## config.mk

```make
export PLATFORM = sky130hd
export DESIGN_NAME = mask_sel_decode
export DESIGN_NICKNAME = d
export VERILOG_FILES = /design/src/rtl/mask_sel_decode.sv
export SDC_FILE = /design/constraint.sdc
export NUM_CORES = 1
export LEC_CHECK = 0
export ABC_AREA = 1
export CAP_MARGIN = 20
export CORE_MARGIN = 2
export CORE_UTILIZATION = 30
export DETAILED_ROUTE_END_ITERATION = 8
export DONT_BUFFER_PORTS = 1
export PLACE_DENSITY = 0.55
export SLEW_MARGIN = 30
export SYNTH_ARGS = -nofsm -noshare
export SYNTH_HDL_FRONTEND = slang
export SYNTH_SLANG_ARGS = --single-unit
```

## constraint.sdc

```tcl
create_clock -name clk -period 5.5 [get_ports clk]
set_input_delay 1.1 -clock clk [delete_from_list [all_inputs] [get_ports clk]]
set_output_delay 1.1 -clock clk [all_outputs]
set_load 0.01 [all_outputs]
```

## src/rtl/mask_sel_decode.sv

```systemverilog
// Converts a (start, length) bit-field request into the four half-mask selects
// for the two-half logic-immediate mask generator, through a 2-stage handshake pipeline.
module mask_sel_decode #(
    parameter int ERRCNT_W = 8
) (
    input  logic                clk,
    input  logic                reset,
    input  logic                in_valid,
    output logic                in_ready,
    input  logic [5:0]          in_start,
    input  logic [6:0]          in_len,
    output logic                out_valid,
    input  logic                out_ready,
    output logic [4:0]          LowMaskSel_Bot,
    output logic [4:0]          HighMaskSel_Bot,
    output logic [4:0]          LowMaskSel_Top,
    output logic [4:0]          HighMaskSel_Top,
    output logic                out_err,
    output logic [ERRCNT_W-1:0] err_count
);

    logic                s1Valid_q, s1Valid_d;
    logic [5:0]          s1Start_q, s1Start_d;
    logic [6:0]          s1Len_q, s1Len_d;
    logic                s1Err_q, s1Err_d;
    logic                outValid_q, outValid_d;
    logic [4:0]          lowBot_q, lowBot_d;
    logic [4:0]          highBot_q, highBot_d;
    logic [4:0]          lowTop_q, lowTop_d;
    logic [4:0]          highTop_q, highTop_d;
    logic                outErr_q, outErr_d;
    logic [ERRCNT_W-1:0] errCount_q, errCount_d;

    logic       inReady;
    logic       accept;
    logic       s2Load;
    logic [7:0] inSum;
    logic       inErr;
    logic [7:0] s1End;

    always_comb begin
        inReady = !s1Valid_q || !outValid_q || out_ready;
        accept  = in_valid && inReady;
        s2Load  = s1Valid_q && (!outValid_q || out_ready);

        // 8-bit sum so that start+len can never wrap back into the legal range
        inSum = {2'b00, in_start} + {1'b0, in_len};
        inErr = (in_len == 7'd0) || (inSum > 8'd64);
        s1End = {2'b00, s1Start_q} + {1'b0, s1Len_q} - 8'd1;

        s1Valid_d  = s1Valid_q;
        s1Start_d  = s1Start_q;
        s1Len_d    = s1Len_q;
        s1Err_d    = s1Err_q;
        outValid_d = outValid_q;
        lowBot_d   = lowBot_q;
        highBot_d  = highBot_q;
        lowTop_d   = lowTop_q;
        highTop_d  = highTop_q;
        outErr_d   = outErr_q;
        errCount_d = errCount_q;

        if (accept) begin
            s1Valid_d = 1'b1;
            s1Start_d = in_start;
            s1Len_d   = in_len;
            s1Err_d   = inErr;
            if (inErr && (errCount_q != {ERRCNT_W{1'b1}})) begin
                errCount_d = errCount_q + ERRCNT_W'(1);
            end
        end else if (s2Load) begin
            s1Valid_d = 1'b0;
        end

        if (s2Load) begin
            outValid_d = 1'b1;
            outErr_d   = s1Err_q;
            lowBot_d   = 5'd31;
            highBot_d  = 5'd0;
            lowTop_d   = 5'd31;
            highTop_d  = 5'd0;
            // A legal field ends at or below bit 63, so s1End[5] means "reaches the top half"
            if (!s1Err_q && !s1Start_q[5]) begin
                lowBot_d  = s1Start_q[4:0];
                highBot_d = (s1End >= 8'd31) ? 5'd31 : s1End[4:0];
            end
            if (!s1Err_q && s1End[5]) begin
                lowTop_d  = s1Start_q[5] ? s1Start_q[4:0] : 5'd0;
                highTop_d = s1End[4:0];
            end
        end else if (out_ready) begin
            outValid_d = 1'b0;
        end
    end

    always_ff @(posedge clk or posedge reset) begin
        if (reset) begin
            s1Valid_q  <= 1'b0;
            s1Start_q  <= 6'd0;
            s1Len_q    <= 7'd0;
            s1Err_q    <= 1'b0;
            outValid_q <= 1'b0;
            lowBot_q   <= 5'd31;
            highBot_q  <= 5'd0;
            lowTop_q   <= 5'd31;
            highTop_q  <= 5'd0;
            outErr_q   <= 1'b0;
            errCount_q <= '0;
        end else begin
            s1Valid_q  <= s1Valid_d;
            s1Start_q  <= s1Start_d;
            s1Len_q    <= s1Len_d;
            s1Err_q    <= s1Err_d;
            outValid_q <= outValid_d;
            lowBot_q   <= lowBot_d;
            highBot_q  <= highBot_d;
            lowTop_q   <= lowTop_d;
            highTop_q  <= highTop_d;
            outErr_q   <= outErr_d;
            errCount_q <= errCount_d;
        end
    end

    assign in_ready        = inReady;
    assign out_valid       = outValid_q;
    assign LowMaskSel_Bot  = lowBot_q;
    assign HighMaskSel_Bot = highBot_q;
    assign LowMaskSel_Top  = lowTop_q;
    assign HighMaskSel_Top = highTop_q;
    assign out_err         = outErr_q;
    assign err_count       = errCount_q;

endmodule

```

==> impl_metrics.yaml <==
worst_setup_path:
  worst_setup_path_start_kind: "input pin"
  worstSetupEndpointType: "output pin"
  critPathArrivalTime_ns: 1.55
  reg2reg_to: "HighMaskSel_Bot[3]"
  r2r_cells: 14
  cpPeakStageDelay_ns: 0.20
  reg2reg_from: "s1Start_q[1]"
  reg2reg_slack_ns: 3.05
  worst_path_most_repeated_cell: "inv_1"
  crit_slowest_cell: "nor2_1"
  crit_required_ns: 4.40
  crit_chain: "inv_1, nand2_1, nor2_1, inv_1"
  crit_type: "in2out"
  cp_max_fo: 3
clock_tree:
  cts_sinks: 45
  postCtsSetupBuffers: 0
  hold_buffers: 0
  cts_root_buf: "clkbuf_8"
  cts.repair.resized: 0
  insertion_delay_ns: 0.29
  cts_buffer_depth: 2
  clk_pin_slew_worst_paths_ns: 0.08
  tritoncts: "yes"
  cts_inserted_buffers: 5
  htreeDepth: 2
die:
  io_pins: 48
  die_y_um: 97.9
  initial_core_util: 0.306
  die_w_um: 97.9
  core_area_um2: 8640
  rows: 34
  dieArea_um2: 9590
synth:
  syn-num-nets: 372
  yosysSeqAreaShare: 0.430
  synth-seq-cells: 45
  synth_edf_count: 0
  synthArstFlopShare: 1.00
  synth_ff_type: "dfrtp_1"
  synth.top_cell.area_share: 0.331
  yosysTopAreaCell: "dfrtp_1"
  synth_area_leaders: "dfrtp_1 (33%), nand2_1 (14%), dfstp_2 (9.9%)"
  syn_area_um2: 2650
  ys_types: 29
  synth.most_common_cell: "nand2_1"
  yosys_warnings: 0
  ys_top_cells_by_count: "nand2_1 (101), inv_1 (49), dfrtp_1 (35)"
  syn-mean-instance-area_um2: 7.92
  synthCells: 334
place:
  gp_congestion: 0.816
  io_buffer_count: 0
  place_ws_ns: 2.72
  place_area_um2: 2770
  dpl.hpwl_um: 4330
finish:
  finish.instance_area_um2: 2900
  syn_to_final_growth_pct: 9.60
  layout.nets: 375
  layout-drive-gt1-share: 0.0917
  diodes: 0
route:
  first_pass_iters: 4
  wirelength_met1_um: 2750
  wire_per_inst_um: 12.7
  via_per_inst: 4.55
  postRouteAntennaNets: 0
  top_layer_used: "met4"
  via_count: 2028
  first_iter_violations: 88
  post-route-drc-count: 0
  met2_length_um: 2460
  routed-wl-met3_um: 391
  wl_um: 5650
pwr:
  leakage_nw: 1.48
  irDropWorstVdd_mv: 0.146
  total_power_mw: 1.16
  p_per_area_nw_per_um2: 400
timing:
  finClkSkew_ns: 0.00362
  period_needed_ns: 2.65
  maxSlewViolCount: 0
  hold_viol_final: 0
  fin_crit_sh: 0.481
  max_slew_margin: 0.608
  worst_hold_slack_ns: 0.481
  rsz0062_at_grt: "false"
  clock.fmax_mhz: 378
  tightestPinTransition_ns: 0.585
  finalSetupViolCount: 0
  setup_ws_ns: 2.85
  finalSetupTns_ns: 0
global_routing:
  grt_pass1_vias: 1997
  antenna_found_initial: 0
  grt_usage: 0.123
  grt_max_degree: 46
  grt_pass1_wl_um: 9630
  grt_overflow: 0
hold_path:
  whs_path_depth: 2
  worstHoldStart: "s1Valid_q"
  min_path_type: "reg2reg"
  hold_end: "out_valid"
outcome:
  status: "finished, final reports clean"
job:
  maxCapViolations: 0
## worst max-delay path by stage
stage	from	slack, ns	depth (start not counted)	endpoint
after floorplan	in_start[0]	2.88	15	err_count[5]
after global placement	in_start[0]	2.74	15	err_count[1]
after detailed placement	in_start[0]	2.72	15	err_count[3]
after CTS	out_ready	2.84	4	in_ready
after global routing	out_ready	2.77	4	in_ready
final	out_ready	2.85	4	in_ready
## report_power, final
group          switching [mW]  internal [mW]
clock                   0.115          0.181
combinational           0.211          0.130
sequential             0.0958          0.427
## cell usage in the layout (no fill, tap or decap), types with 3 or more instances in the layout
master / n
a21oi_1: 16
clkbuf_8: 5
dfrtp_1: 35
dfstp_2: 10
ha_1: 19
inv_1: 48
nand2_1: 101
nand3_1: 17
nand4_1: 12
nor2_1: 22
o21ai_0: 19
or2_1: 4
xnor2_1: 4
xor2_1: 3
## cell families (layout without fill, tap and decap cells)
group / count (synthesis) / in the layout / share of synthesized area
fa+ha+maj: 21 / 21 / 0.105
xor+xnor: 7 / 7 / 0.0232
buf+inv: 56 / 60 / 0.0823
simple gates: 167 / 167 / 0.285
compound gates: 38 / 38 / 0.0747
flops: 45 / 45 / 0.430
## critical path, delay by kind of cell
kind                   cells  cell delay (ns)
and+or+nand+nor            2             0.27
buffers and inverters      2             0.17
## metal layers
metal	vias up	GRT usage
met5	-	0
met4	0	0.0417
met3	2	0.0365
met2	43	0.182
met1	917	0.172
li1	1066	-
## sequential cells by signal (all words and copies together) (netlist names)
name / count
HighMaskSel_Bot: 5
HighMaskSel_Top: 5
LowMaskSel_Bot: 5
LowMaskSel_Top: 5
err_count: 8
out_err: 1
out_valid: 1
s1Err_q: 1
s1Len_q: 7
s1Start_q: 6
s1Valid_q: 1
## through the flow
stage	util	instances
2_1_floorplan	-	334
6_report	0.336	446
5_1_grt	0.336	446
3_5_place_dp	0.320	438
4_1_cts	0.336	446
3_3_place_gp	0.320	438
## area by class of cell
cell class / instances / area, µm²
Clock buffer: 5 / 68.8
Clock inverter: 3 / 65.1
Fill cell: 905 / 5740
Inverter: 50 / 188
Multi-Input combinational cell: 233 / 1290
Sequential cell: 45 / 1140
Tap cell: 108 / 135
Timing Repair Buffer: 2 / 15.0
No activity file was read; power rests on OpenSTA's default activity.
